File: src/rtl/regfile_ctrl_pkg.sv
// -----------------------------------------------------------------------------
// regfile_ctrl_pkg
// Shared definitions for the register-file controller:
//   - opcode encodings (3-bit op field carried with each handshake)
//   - controller state enumeration
//   - small decode helper used by the controller
// Optional build macro consumed by the controller: RFC_SATURATE_EN
// -----------------------------------------------------------------------------
package regfile_ctrl_pkg;

  // Opcode encodings
  localparam logic [2:0] OP_WRITE_SEQ  = 3'd0;
  localparam logic [2:0] OP_WRITE_ZERO = 3'd1;
  localparam logic [2:0] OP_READ_K     = 3'd2;
  localparam logic [2:0] OP_WRITE_K    = 3'd3;
  localparam logic [2:0] OP_ADD        = 3'd4;
  localparam logic [2:0] OP_SUB        = 3'd5;
  localparam logic [2:0] OP_AND        = 3'd6;
  localparam logic [2:0] OP_XOR        = 3'd7;

  // Controller states: IDLE accepts ops, ALU_EX is the single execute cycle
  typedef enum logic [0:0] {
    IDLE   = 1'b0,
    ALU_EX = 1'b1
  } state_e;

  // All ALU opcodes live in the upper half of the encoding space
  function automatic logic isAluOp(input logic [2:0] opc);
    return opc[2];
  endfunction

endpackage : regfile_ctrl_pkg

File: src/rtl/regfile_mem.sv
// -----------------------------------------------------------------------------
// regfile_mem
// DEPTH x DATA_W register storage (DEPTH = 2**ADDR_W).
//   clk      : clock, writes and clears on posedge
//   rst_n    : synchronous active-low reset, clears every entry
//   we       : write enable
//   waddr    : write address
//   wdata    : write data
//   raddrA   : read port A address  -> rdataA (combinational)
//   raddrB   : read port B address  -> rdataB (combinational)
// -----------------------------------------------------------------------------
module regfile_mem #(
  parameter int DATA_W = 5,
  parameter int ADDR_W = 2
) (
  input  logic              clk,
  input  logic              rst_n,
  input  logic              we,
  input  logic [ADDR_W-1:0] waddr,
  input  logic [DATA_W-1:0] wdata,
  input  logic [ADDR_W-1:0] raddrA,
  output logic [DATA_W-1:0] rdataA,
  input  logic [ADDR_W-1:0] raddrB,
  output logic [DATA_W-1:0] rdataB
);

  localparam int DEPTH = 1 << ADDR_W;

  logic [DATA_W-1:0] memR [DEPTH];

  // Storage update: reset clears all entries, otherwise single write port
  always_ff @(posedge clk) begin
    if (!rst_n) begin
      for (int i = 0; i < DEPTH; i++) begin
        memR[i] <= {DATA_W{1'b0}};
      end
    end else if (we) begin
      memR[waddr] <= wdata;
    end
  end

  // Two asynchronous read ports
  always_comb begin
    rdataA = memR[raddrA];
    rdataB = memR[raddrB];
  end

endmodule : regfile_mem

File: src/rtl/regfile_ctrl_fsm.sv
// -----------------------------------------------------------------------------
// regfile_ctrl_fsm
// Register-file controller. Accepts one opcode per valid/ready handshake and
// performs sequential writes, indexed writes, indexed reads or two-cycle
// accumulator ALU ops (R0 <= R0 op Rk) on an internal register file.
//
// Ports:
//   clk            : clock
//   rst_n          : synchronous active-low reset
//   op_valid       : op/k/data_in valid this cycle
//   op_ready       : controller can accept (IDLE and not in reset)
//   op             : 3-bit opcode (see regfile_ctrl_pkg)
//   k              : index operand
//   data_in        : write data
//   data_out       : registered result / write echo
//   data_out_valid : one-cycle pulse when data_out updates
//   count_out      : sequential write pointer
//   ra / wa        : last read / write address
//   wr_en          : one-cycle pulse marking a register-file write
//   carry          : carry (ADD) / borrow (SUB) of the last add/sub
//   full           : sequential pointer status
//
// Build macro RFC_SATURATE_EN:
//   defined   - count_out saturates at DEPTH-1; full sticks once entry DEPTH-1
//               has been written sequentially; later WRITE_SEQ ops are
//               accepted but dropped.
//   undefined - count_out wraps; full pulses for the cycle after the wrap.
// -----------------------------------------------------------------------------
module regfile_ctrl_fsm
  import regfile_ctrl_pkg::*;
#(
  parameter int DATA_W = 5,
  parameter int ADDR_W = 2
) (
  input  logic              clk,
  input  logic              rst_n,
  input  logic              op_valid,
  output logic              op_ready,
  input  logic [2:0]        op,
  input  logic [ADDR_W-1:0] k,
  input  logic [DATA_W-1:0] data_in,
  output logic [DATA_W-1:0] data_out,
  output logic              data_out_valid,
  output logic [ADDR_W-1:0] count_out,
  output logic [ADDR_W-1:0] ra,
  output logic [ADDR_W-1:0] wa,
  output logic              wr_en,
  output logic              carry,
  output logic              full
);

  localparam logic [ADDR_W-1:0] ADDR_ZERO = {ADDR_W{1'b0}};
  localparam logic [ADDR_W-1:0] ADDR_MAX  = {ADDR_W{1'b1}};
  localparam logic [ADDR_W-1:0] ADDR_ONE  = ADDR_W'(1);

  // Registered state and outputs
  state_e            stateR;
  logic [ADDR_W-1:0] countR, raR, waR;
  logic [DATA_W-1:0] dataOutR;
  logic              dataValidR, wrEnR, carryR, fullR;
  // Latched ALU operands and opcode
  logic [DATA_W-1:0] aR, bR;
  logic [2:0]        opR;

  // Next-state values
  state_e            stateNextS;
  logic [ADDR_W-1:0] countNextS, raNextS, waNextS;
  logic [DATA_W-1:0] dataOutNextS;
  logic              dataValidNextS, wrEnNextS, carryNextS, fullNextS;
  logic [DATA_W-1:0] aNextS, bNextS;
  logic [2:0]        opNextS;

  // Register-file port signals
  logic              memWeS;
  logic [ADDR_W-1:0] memWaddrS;
  logic [DATA_W-1:0] memWdataS;
  logic [DATA_W-1:0] rf0S, rfKS;

  // ALU datapath; bit DATA_W of sum/diff is carry/borrow
  logic [DATA_W:0]   sumS, diffS;
  logic              acceptS;

  regfile_mem #(
    .DATA_W (DATA_W),
    .ADDR_W (ADDR_W)
  ) uMem (
    .clk    (clk),
    .rst_n  (rst_n),
    .we     (memWeS),
    .waddr  (memWaddrS),
    .wdata  (memWdataS),
    .raddrA (ADDR_ZERO),
    .rdataA (rf0S),
    .raddrB (k),
    .rdataB (rfKS)
  );

  // Handshake: ready only in IDLE and outside reset
  always_comb begin
    op_ready = (stateR == IDLE) && rst_n;
    acceptS  = op_valid && op_ready;
  end

  // ALU arithmetic on latched operands, one extra bit for carry/borrow
  always_comb begin
    sumS  = {1'b0, aR} + {1'b0, bR};
    diffS = {1'b0, aR} - {1'b0, bR};
  end

  // Next-state, register-file write and output decode
  always_comb begin
    stateNextS     = stateR;
    countNextS     = countR;
    raNextS        = raR;
    waNextS        = waR;
    dataOutNextS   = dataOutR;
    dataValidNextS = 1'b0;
    wrEnNextS      = 1'b0;
    carryNextS     = carryR;
    aNextS         = aR;
    bNextS         = bR;
    opNextS        = opR;
    memWeS         = 1'b0;
    memWaddrS      = countR;
    memWdataS      = data_in;
`ifdef RFC_SATURATE_EN
    fullNextS      = fullR;
`else
    // Wrap mode: full is a single-cycle pulse
    fullNextS      = 1'b0;
`endif

    case (stateR)
      IDLE: begin
        if (acceptS) begin
          if (isAluOp(op)) begin
            // Capture operands now; the write happens in ALU_EX
            raNextS    = k;
            aNextS     = rf0S;
            bNextS     = rfKS;
            opNextS    = op;
            stateNextS = ALU_EX;
          end else begin
            case (op)
              OP_WRITE_SEQ: begin
`ifdef RFC_SATURATE_EN
                if (!fullR) begin
                  memWeS         = 1'b1;
                  memWaddrS      = countR;
                  waNextS        = countR;
                  dataOutNextS   = data_in;
                  wrEnNextS      = 1'b1;
                  dataValidNextS = 1'b1;
                  if (countR == ADDR_MAX) begin
                    fullNextS = 1'b1;
                  end else begin
                    countNextS = countR + ADDR_ONE;
                  end
                end else begin
                  // Pointer exhausted: op is consumed with no effect
                  countNextS = countR;
                end
`else
                memWeS         = 1'b1;
                memWaddrS      = countR;
                waNextS        = countR;
                dataOutNextS   = data_in;
                wrEnNextS      = 1'b1;
                dataValidNextS = 1'b1;
                countNextS     = countR + ADDR_ONE;
                fullNextS      = (countR == ADDR_MAX);
`endif
              end
              OP_WRITE_ZERO: begin
                memWeS         = 1'b1;
                memWaddrS      = ADDR_ZERO;
                waNextS        = ADDR_ZERO;
                dataOutNextS   = data_in;
                wrEnNextS      = 1'b1;
                dataValidNextS = 1'b1;
              end
              OP_READ_K: begin
                raNextS        = k;
                waNextS        = ADDR_ZERO;
                dataOutNextS   = rfKS;
                dataValidNextS = 1'b1;
              end
              OP_WRITE_K: begin
                memWeS         = 1'b1;
                memWaddrS      = k;
                waNextS        = k;
                dataOutNextS   = data_in;
                wrEnNextS      = 1'b1;
                dataValidNextS = 1'b1;
              end
              default: begin
                stateNextS = IDLE;
              end
            endcase
          end
        end else begin
          stateNextS = IDLE;
        end
      end

      ALU_EX: begin
        case (opR)
          OP_ADD: begin
            memWdataS  = sumS[DATA_W-1:0];
            carryNextS = sumS[DATA_W];
          end
          OP_SUB: begin
            memWdataS  = diffS[DATA_W-1:0];
            carryNextS = diffS[DATA_W];
          end
          OP_AND: begin
            memWdataS = aR & bR;
          end
          OP_XOR: begin
            memWdataS = aR ^ bR;
          end
          default: begin
            memWdataS = aR;
          end
        endcase
        memWeS         = 1'b1;
        memWaddrS      = ADDR_ZERO;
        waNextS        = ADDR_ZERO;
        dataOutNextS   = memWdataS;
        wrEnNextS      = 1'b1;
        dataValidNextS = 1'b1;
        stateNextS     = IDLE;
      end

      default: begin
        stateNextS = IDLE;
      end
    endcase
  end

  // State and output registers with synchronous active-low reset
  always_ff @(posedge clk) begin
    if (!rst_n) begin
      stateR     <= IDLE;
      countR     <= ADDR_ZERO;
      raR        <= ADDR_ZERO;
      waR        <= ADDR_ZERO;
      dataOutR   <= {DATA_W{1'b0}};
      dataValidR <= 1'b0;
      wrEnR      <= 1'b0;
      carryR     <= 1'b0;
      fullR      <= 1'b0;
      aR         <= {DATA_W{1'b0}};
      bR         <= {DATA_W{1'b0}};
      opR        <= 3'd0;
    end else begin
      stateR     <= stateNextS;
      countR     <= countNextS;
      raR        <= raNextS;
      waR        <= waNextS;
      dataOutR   <= dataOutNextS;
      dataValidR <= dataValidNextS;
      wrEnR      <= wrEnNextS;
      carryR     <= carryNextS;
      fullR      <= fullNextS;
      aR         <= aNextS;
      bR         <= bNextS;
      opR        <= opNextS;
    end
  end

  // Output mapping
  always_comb begin
    data_out       = dataOutR;
    data_out_valid = dataValidR;
    count_out      = countR;
    ra             = raR;
    wa             = waR;
    wr_en          = wrEnR;
    carry          = carryR;
    full           = fullR;
  end

endmodule : regfile_ctrl_fsm

File: config.mk
export PLATFORM = sky130hd
export DESIGN_NAME = regfile_ctrl_fsm
export DESIGN_NICKNAME = d
export VERILOG_FILES = /design/src/rtl/regfile_ctrl_pkg.sv /design/src/rtl/regfile_mem.sv /design/src/rtl/regfile_ctrl_fsm.sv
export SDC_FILE = /design/constraint.sdc
export NUM_CORES = 1
export LEC_CHECK = 0
export ABC_AREA = 1
export CAP_MARGIN = 10
export CORE_ASPECT_RATIO = 1.25
export CORE_MARGIN = 5
export CORE_UTILIZATION = 30
export DETAILED_ROUTE_END_ITERATION = 10
export SYNTH_ARGS = -nofsm -noshare
export SYNTH_HDL_FRONTEND = slang
export SYNTH_SLANG_ARGS = --single-unit
File: constraint.sdc
create_clock -name clk -period 2.3 [get_ports clk]
set_input_delay 0.69 -clock clk [delete_from_list [all_inputs] [get_ports clk]]
set_output_delay 0.69 -clock clk [all_outputs]
set_load 0.005 [all_outputs]
==> results of run 1 <==
[layout by cell type, fill, tap and decap left out, drive strengths merged]
cell	n
o22ai	1
nand2	86
a21oi	32
a31oi	2
o221ai	1
edfxtp	20
buf	30
clkdlybuf4s50	26
xor2	1
inv	60
a22oi	1
o211ai	5
or2	2
dfxtp	29
o21ai	34
clkbuf	9
nor2	39
ha	11
nand4	1
fa	2
dlymetal6s2s	1
clkinv	2
nand3	33
nor3	2
[per-stage QoR]
stage	utilization	instance area (sq um)	hold slack, ns	std cells	TNS (ns)
after global routing	0.392	3560	0.496	553	0
after global placement	0.374	3390	0.466	545	-7.02
after detailed placement	0.374	3390	0.469	545	-8.72
after floorplan	-	2770	0.464	374	0
after CTS	0.390	3540	0.480	553	0
final	0.392	3560	0.474	553	0
[per-layer routing]
layer / vias up / wire (um) / track usage
li1: 1321 / - / -
met1: 1175 / 2990 / 0.152
met2: 28 / 3810 / 0.231
met3: 9 / 155 / 0.0224
met4: 0 / 85 / 0.0347
met5: - / 0 / 0
[area by class of cell]
cell class	count	share of cell area
multi-input combinational	253	0.375
sequential	49	0.332
timing repair buffer	58	0.143
inverter	62	0.0658
tap	123	0.0433
clock buffer	8	0.0412
[flip-flops by register name (all words and copies together), names as in the netlist]
signal          count
full                1
bR                  5
aR                  5
data_out_valid      1
count_out           2
opR                 3
data_out            5
wr_en               1
stateR              1
wa                  2
carry               1
ra                  2
uMem.memR          20
[path summary, 6_finish.rpt]
kind | end | slack, ns | cells after the start | startpoint
worst max register to register | uMem.memR[1][4]$_SDFFCE_PN0P_ | 0.18 | 13 | aR[0]$_SDFFE_PN0P_
worst min register to register | wa[1]$_SDFFE_PN0P_ | 0.47 | 2 | wa[1]$_SDFFE_PN0P_
worst min-delay path | wa[1]$_SDFFE_PN0P_ | 0.47 | 2 | wa[1]$_SDFFE_PN0P_
worst max-delay path | uMem.memR[3][2]$_DFFE_PP_ | 0.11 | 11 | op[1]
[power breakdown]
part	total [mW]	switching [mW]	internal, mW
registers	0.971	0.0257	0.946
logic	0.323	0.184	0.139
clock network	0.724	0.290	0.434
[what timing repair did]
item | 4_1_cts | 5_1_grt
resized for setup | 3 | 8
gates cloned | 0 | 0
pin swaps | 0 | 1
endpoints found under the setup margin | 11 | 22
hold buffers | 0 | 0
buffers inserted | 0 | 0
hold endpoints to repair | 0 | 0
[worst register-to-register path: stages, from the launching register on]
cell,delay [ns]
dfxtp_1,0.35
inv_1,0.07
ha_1,0.23
fa_1,0.41
inv_1,0.10
nand3_1,0.11
nand2_1,0.09
nand2_1,0.05
nand3_1,0.07
nand3_1,0.12
nand2_2,0.14
nand2_1,0.06
nand2_1,0.05
inv_1,0.03
[logic make-up (layout without fill, tap and decap cells)]
family | after synthesis | after routing | share of synthesized area
simple gates | 163 | 163 | 0.262
fa+ha+maj | 13 | 13 | 0.0641
xor+xnor | 1 | 1 | 0.00316
buf+inv | 72 | 128 | 0.0997
compound gates | 76 | 76 | 0.145
flops | 49 | 49 | 0.426
==> metrics.txt, run 1 <==
port bufs=28; Syn Inst Count=~370; outcome=completed; worst ir drop on vdd=approximately 0.00044 V; Syn Nets=400; DP Worst Slack=-0.320 ns; I/O pin cnt=29; Final setup viols=0; global route total overflow=0; initial antenna violation count=0; share of synthesized registers carrying an async set or reset=0; GPL Wtd Cong=0.821; share of the synthesized area in the top cell type=0.217; maximum level of the CTS H-tree=2; tightest slew margin relative to the limit=0.719; DR pass1 iterations=4; most frequent CP cell=nand2_1; CTS Root Cell=clkbuf_16; final wirelength=approximately 7.0 mm; Die Footprint=approximately 11000 sq um; final hold violation count=0; classification of the worst setup path=in2reg; post-route clock period utilization=0.952; class of the most critical hold timing path=reg2reg; post-layout minimum cycle time=2.19 ns; max-cap violation count=0; post-DR wirelength/cell=approximately 13 um; synthesized cell area=about 2800 sq um; cell family contributing the most delay on the critical path=buffers and inverters; Register Area=~1200 sq um; cell taking the most area after synthesis=edfxtp_1; CP max FO=5; Antenna Diode Count=0; initial core utilization=0.306; synthesis-to-finish area growth=28.2%; actual slew at the worst max-slew pin=~0.42 ns; row count=39; net count of the finished layout=about 460; layout cell share with drive strength beyond 1=0.140; maximum operating frequency=about 460 MHz; static leakage power=approximately 1.6 nW; CTS max path bufs=2; number of distinct standard cells referenced by the synthesized netlist=32; Worst-path clk slew=around 0.060 ns; cts bufs inserted=5; list of most frequent post-synthesis cells=nand2_1, inv_1, nor2_1, a21oi_1; height of the die=about 120 um; sum of internal, switching and leakage power=approximately 2.0 mW; area taken by multi-input logic gates=between 1000 and 1500 sq um; most used standard cell by instance count after synthesis=nand2_1; number of warnings printed during yosys synthesis=0; TritonCTS sink count=a little under 50; top cells by area, synth=edfxtp_1, dfxtp_1, nand2_1; flip-flop and latch count after synthesis=49; Std-Cell Core Area=a little over 9000 sq um; slowest cell delay on critical path=~0.53 ns; setup ws final=about 0.11 ns; Horiz. Die Dim=96.0 um; insertion delay to the later sink of the worst-skew pair=between 0.2 and 0.3 ns; global-route wire length before repair=approximately 12 mm; CTS tree=yes; Pwr per Cell Area=567 nW/um^2; number of flops mapped to enable cells by yosys=20; total number of vias=~2500; maximum number of pins on one net before global-route repair=26; detailed router's first-iteration violation count=105; post-route ant nets=0; setup skew after layout=0.00759 ns; Buf/Inv on CP=5; Total GRT Usage=0.128; detailed-route vias per instance=4.58; post-route DRC violation count=0; Primary FF master, synth=dfxtp_1; Critical Path Sink Type=flip-flop; crit start category=input pin; crit-path cells=clkdlybuf4s50_1, nand2_1, nand2_1, inv_2, nand2_1, nand2_1, nand2_1, inv_2, buf_4, a22oi_2, buf_6; setup repair after global routing missed its margin=false; Critical Path AT=between 2 and 2.5 ns; synthesized area per cell=between 7 and 8 sq um; Final Max Tran Viols=0; Detail Placement HPWL=5.70 mm; fill cell total of the finished layout=~1000; sequential element share of the synthesized area=0.426; via count of the first global-routing pass=2552; worst-path cell with the longest stage delay=clkdlybuf4s50_1; CP Data Required Time=~2.3 ns
Note: power is estimated with default switching activity, not from simulation.
==> inputs of run 2 (changes only) <==
==> constraint.sdc (replaced) <==
create_clock -name clk -period 2.15 [get_ports clk]
set_input_delay 0.645 -clock clk [delete_from_list [all_inputs] [get_ports clk]]
set_output_delay 0.645 -clock clk [all_outputs]
set_load 0.005 [all_outputs]
==> metrics.txt, run 2 (synthesis gave the netlist of run 1 again) <==
outcome=completed; post-route clock period utilization=0.948; sum of internal, switching and leakage power=2.19 mW (+8.4%); Std-Cell Core Area=9080 sq um (unchanged); CTS max path bufs=2 (unchanged); global route total overflow=0 (unchanged); Critical path origin=op_valid; Critical Path AT=2.04 ns (-0.15 ns); post-route ant nets=0 (unchanged); maximum operating frequency=490 MHz; switching share of power=0.266 (+0.0187); crit start category=input pin; Critical Path Sink Type=flip-flop; global-route wire length before repair=11.6 mm (-0.29%); Reg2Reg Capture Point=uMem.memR[1][4]$_SDFFCE_PN0P_; register share of total power=0.474 (-0.007); Register Area=1180 sq um (+0.21%); synthesis-to-finish area growth=31.8%; initial antenna violation count=0 (unchanged); commonest non-fill, non-tap cells in the layout=nand2_1, inv_1, buf_4; internal power component=1.61 mW (+5.7%); insertion delay to the later sink of the worst-skew pair=0.29 ns (about the same); post-DR wirelength/cell=12.7 um (-0.22%); classification of the worst setup path=in2reg; port bufs=28 (unchanged); most frequent CP cell=nand2_4; Horiz. Die Dim=96.0 um (unchanged); via count of the first global-routing pass=2477 (-2.9%); Clock power frac=0.363 (+0.004); end of the critical path=uMem.memR[1][0]$_SDFFCE_PN0P_; Die Footprint=11300 sq um (unchanged); CP max FO=5 (unchanged); CTS tree=yes; worst reg2reg startpoint=bR[0]$_SDFFE_PN0P_; NetSw=0.583 mW (+17%); class of the most critical hold timing path=reg2reg; Detail Placement HPWL=5.70 mm (about the same); worst-path cell with the longest stage delay=clkdlybuf4s50_1; post-layout minimum cycle time=roughly 2 ns; CP Data Required Time=2.15 ns (-0.15 ns); max-cap violation count=0 (unchanged); TritonCTS sink count=49 (unchanged); cts bufs inserted=5 (unchanged); maximum level of the CTS H-tree=2 (unchanged); Final Max Tran Viols=0 (unchanged); detailed router's first-iteration violation count=122 (+16%); maximum number of pins on one net before global-route repair=26 (unchanged); actual slew at the worst max-slew pin=0.435 ns (+0.0151 ns); power share of the combinational group=0.163 (+0.003); fill cell total of the finished layout=977 (-2.4%); minimum setup slack among reg-to-reg paths=0.12 ns (-0.06 ns); height of the die=118 um (unchanged); worst ir drop on vdd=0.000381 V (-14%); initial core utilization=0.306 (unchanged); Total GRT Usage=0.129 (+0.000992); layout cell share with drive strength beyond 1=0.178 (+0.0385); DR pass1 iterations=4 (unchanged); static leakage power=1.70 nW (+3.4%); row count=39 (unchanged); detailed-route vias per instance=4.55 (-0.73%); post-route DRC violation count=0 (unchanged); total number of vias=2551 (+0.71%); count of cells along the worst register-to-register path=13 (unchanged); Final setup viols=0 (unchanged); setup repair after global routing missed its margin=false; Antenna Diode Count=0 (unchanged); slowest cell delay on critical path=0.45 ns (-0.08 ns); crit-path cells=clkdlybuf4s50_1, inv_1, nor2_8, nand2_4, or2_0, nand2_1, nand2_4, nor2_4, inv_2, nand2_2; leading cell type in the layout, fill and taps excluded=nand2_1; I/O pin cnt=29 (unchanged); Hold WS=0.494 ns (+0.0195 ns); max reg flops=20 (unchanged); tightest slew margin relative to the limit=0.709 (-0.0101); final hold violation count=0 (unchanged); setup skew after layout=0.00582 ns (-0.00177 ns); GPL Wtd Cong=0.826 (+0.61%); net count of the finished layout=463 (+1.8%); Post-CTS Hold Buffers=0 (unchanged); largest register by flop count=uMem.memR; area taken by multi-input logic gates=1360 sq um (+1.6%); CTS Root Cell=clkbuf_16; Pwr per Cell Area=599 nW/um^2 (+5.5%); final wirelength=7.12 mm (+1.2%); Worst-path clk slew=0.07 ns (about the same)
-- run 2: area by class of cell --
| cell class | instances | area share |
|---|---|---|
| timing repair buffer | 66 | 0.158 |
| multi-input combinational | 253 | 0.371 |
| clock inverter | 3 | 0.00719 |
| sequential | 49 | 0.324 |
| tap | 123 | 0.0421 |
| inverter | 62 | 0.0640 |
| clock buffer | 5 | 0.0342 |
-- run 2: through the flow --
stage          setup TNS, ns   util  worst slack (ns)  instances  area (sq um)
6_report                   0  0.403             0.111        561          3650
5_1_grt                    0  0.403            0.0157        561          3650
4_1_cts                    0  0.396           0.00335        558          3590
3_5_place_dp          -14.37  0.378            -0.414        550          3430
3_3_place_gp          -12.70  0.378            -0.379        550          3430
2_1_floorplan              0      -            0.0150        374          2770
-- run 2: worst min-delay path by stage --
| stage | slack, ns | start | to | depth (start not counted) |
|---|---|---|---|---|
| 2_1_floorplan | 0.46 | wa[1]$_SDFFE_PN0P_ | wa[1]$_SDFFE_PN0P_ | 2 |
| 3_3_place_gp | 0.46 | wa[1]$_SDFFE_PN0P_ | wa[1]$_SDFFE_PN0P_ | 2 |
| 3_5_place_dp | 0.49 | uMem.memR[0][0]$_SDFFCE_PN0P_ | aR[0]$_SDFFE_PN0P_ | 2 |
| 4_1_cts | 0.50 | wa[1]$_SDFFE_PN0P_ | wa[1]$_SDFFE_PN0P_ | 2 |
| 5_1_grt | 0.53 | wa[1]$_SDFFE_PN0P_ | wa[1]$_SDFFE_PN0P_ | 2 |
| 6_report | 0.49 | wa[1]$_SDFFE_PN0P_ | wa[1]$_SDFFE_PN0P_ | 2 |
-- run 2: per-layer routing --
layer  share of wire  vias to the layer above  track usage
li1                -                     1335            -
met3           0.019                       12       0.0173
met1            0.43                     1173        0.153
met4           0.019                        0       0.0418
met5               0                        -            0
met2            0.53                       31        0.233
-- run 2: repair_timing --
item | 4_1_cts | 5_1_grt
gates resized for setup | 8 | 15
pin swaps | 0 | 8
buffers inserted | 0 | 3
endpoints found under the setup margin | 23 | 37
-- run 2: worst max-delay path, delay by kind of cell --
kind | cells | cell delay (ns)
buffers and inverters | 3 | 0.58
and+or+nand+nor | 7 | 0.82
-- run 2: power groups by stage --
stage | sequential (mW) | combinational [mW] | clock (mW)
after floorplan | 1.05 | 0.197 | 0
after global placement | 1.06 | 0.343 | 0
after detailed placement | 1.06 | 0.348 | 0
after CTS | 1.04 | 0.351 | 0.812
after global routing | 1.04 | 0.398 | 0.854
final | 1.04 | 0.356 | 0.795
==> inputs of run 3 (changes only) <==
--- a/config.mk
+++ b/config.mk
@@ -10,6 +10,7 @@
 export CORE_ASPECT_RATIO = 1.25
 export CORE_MARGIN = 5
 export CORE_UTILIZATION = 30
+export CTS_CLUSTER_DIAMETER = 50
 export DETAILED_ROUTE_END_ITERATION = 10
 export SYNTH_ARGS = -nofsm -noshare
 export SYNTH_HDL_FRONTEND = slang
==> constraint.sdc (replaced) <==
create_clock -name clk -period 2.15 [get_ports clk]
set_input_delay 0.645 -clock clk [delete_from_list [all_inputs] [get_ports clk]]
set_output_delay 0.645 -clock clk [all_outputs]
set_load 0.05 [all_outputs]
==> metrics.txt, run 3 (synthesis gave the netlist of run 1 again) <==
DR pass1 iterations=5 (+1); Total GRT Usage=0.130 (+0.00121); detailed router's first-iteration violation count=195 (+60%); maximum operating frequency=484 MHz (-1.3%); max-cap violation count=0 (unchanged); global-route wire length before repair=11.8 mm (+2.1%); crit start category=flip-flop; max reg flops=20 (unchanged); static leakage power=1.73 nW (+1.5%); Std-Cell Core Area=9080 sq um (unchanged); CTS Root Cell=clkbuf_16; cts bufs inserted=5 (unchanged); Detail Placement HPWL=5.74 mm (+0.71%); worst-path cell with the longest stage delay=clkdlybuf4s50_1; Antenna Diode Count=0 (unchanged); outcome=completed; final wirelength=7.23 mm (+1.6%); Hold WS=0.484 ns (-0.00943 ns); Horiz. Die Dim=96.0 um (unchanged); CTS max path bufs=2 (unchanged); Clock power frac=0.351 (-0.012); power share of the combinational group=0.185 (+0.022); placed instance area=3430 sq um (unchanged); CP max FO=2 (-3); slowest cell delay on critical path=0.80 ns (+0.35 ns); GPL Wtd Cong=0.795 (-3.8%); row count=39 (unchanged); detailed-route vias per instance=4.58 (+0.68%); maximum level of the CTS H-tree=2 (unchanged); register share of total power=0.464 (-0.010); internal power component=1.63 mW (+1.8%); I/O pin cnt=29 (unchanged); worst ir drop on vdd=0.000449 V (+18%); actual slew at the worst max-slew pin=0.506 ns (+0.0709 ns); Final setup viols=0 (unchanged); crit-path cells=clkdlybuf4s50_1; TritonCTS sink count=49 (unchanged); via count of the first global-routing pass=2510 (+1.3%); NetSw=0.602 mW (+3.3%); initial antenna violation count=0 (unchanged); net count of the finished layout=466 (+0.65%); post-route DRC violation count=0 (unchanged); global route total overflow=0 (unchanged); CP Data Required Time=1.50 ns (-0.65 ns); class of the most critical hold timing path=reg2reg; Worst-path clk slew=0.06 ns (about the same); DP Worst Slack=-0.428 ns (-0.0138 ns); Post-Layout Inst Area=3670 sq um (+0.48%); Die Footprint=11300 sq um (unchanged); synthesis-to-finish area growth=32.4%; maximum number of pins on one net before global-route repair=26 (unchanged); final hold violation count=0 (unchanged); post-layout minimum cycle time=2.07 ns (+0.0268 ns); Buf/Inv on CP=1 (-2); setup ws final=0.0841 ns (-0.0268 ns); Critical Path AT=1.42 ns (-0.62 ns); setup skew after layout=0.00467 ns (-0.00114 ns); Final Instance Count excl. Fillers=564 (+0.53%); leading cell type in the layout, fill and taps excluded=nand2_1; initial core utilization=0.306 (unchanged); cell family contributing the most delay on the critical path=buffers and inverters; tightest slew margin relative to the limit=0.662 (-0.0467); Pwr per Cell Area=609 nW/um^2 (+1.7%); switching share of power=0.269 (+0.00291); number of cells in the design after placement=552 (+0.36%); layout cell share with drive strength beyond 1=0.218 (+0.0396); height of the die=118 um (unchanged); post-route clock period utilization=0.961 (+0.0125); Post-CTS Hold Buffers=0 (unchanged); CTS tree=yes; port bufs=28 (unchanged); commonest non-fill, non-tap cells in the layout=nand2_1, inv_1, buf_4; Final Max Tran Viols=0 (unchanged); fill cell total of the finished layout=959 (-1.8%); post-DR wirelength/cell=12.8 um (+1.1%); post-route ant nets=0 (unchanged); total number of vias=2582 (+1.2%); largest register by flop count=uMem.memR; Critical Path Sink Type=output pin; classification of the worst setup path=reg2out; insertion delay to the later sink of the worst-skew pair=0.28 ns (about the same)
run 3: tightest hold or removal path, stage by stage, from the launching register on:
cell and delay (ns):
dfxtp_1 0.31, nand3_1 0.08, nand2_1 0.05
run 3: metal layers:
metal / GRT usage / part of all wire / up-vias
met5: 0 / 0 / -
met4: 0.0329 / 0.0097 / 0
met3: 0.0230 / 0.023 / 6
met2: 0.242 / 0.54 / 30
met1: 0.148 / 0.42 / 1203
li1: - / - / 1343
run 3: layout make-up:
type                       instances  area (sq um)  area share
clock buffer                       8           146      0.0399
inverter                          62           234      0.0637
multi-input combinational        253          1380       0.375
sequential                        49          1180       0.322
tap                              123           154      0.0419
timing repair buffer              69           576       0.157
run 3: through the flow:
stage | total power [mW] | util | TNS (ns)
2_1_floorplan | 1.30 | - | 0
3_3_place_gp | 1.45 | 0.378 | -12.74
3_5_place_dp | 1.46 | 0.378 | -14.65
4_1_cts | 2.23 | 0.396 | 0
5_1_grt | 2.34 | 0.405 | -0.0353
6_report | 2.24 | 0.405 | 0
run 3: worst paths after layout:
path	start	slack (ns)	cells after the start	endpoint
setup / recovery	wa[1]$_SDFFE_PN0P_	0.08	1	wa[1]
hold / removal	wa[1]$_SDFFE_PN0P_	0.48	2	wa[1]$_SDFFE_PN0P_
setup reg to reg	aR[0]$_SDFFE_PN0P_	0.13	10	uMem.memR[0][1]$_SDFFCE_PN0P_
hold reg to reg	wa[1]$_SDFFE_PN0P_	0.48	2	wa[1]$_SDFFE_PN0P_
run 3: what timing repair did:
| item | in CTS | in global routing |
|---|---|---|
| gates resized for setup | 10 | 18 |
| pin swaps | 1 | 6 |
| setup buffers | 1 | 3 |
| gates cloned | 0 | 0 |
| setup endpoints to repair | 33 | 37 |
run 3: power by group through the flow:
| stage | registers [mW] | clock network (mW) | logic, mW |
|---|---|---|---|
| global route | 1.04 | 0.844 | 0.456 |
| detailed placement | 1.06 | 0 | 0.401 |
| finish | 1.04 | 0.784 | 0.414 |
| floorplan | 1.10 | 0 | 0.201 |
| CTS | 1.04 | 0.790 | 0.405 |
| global placement | 1.06 | 0 | 0.396 |
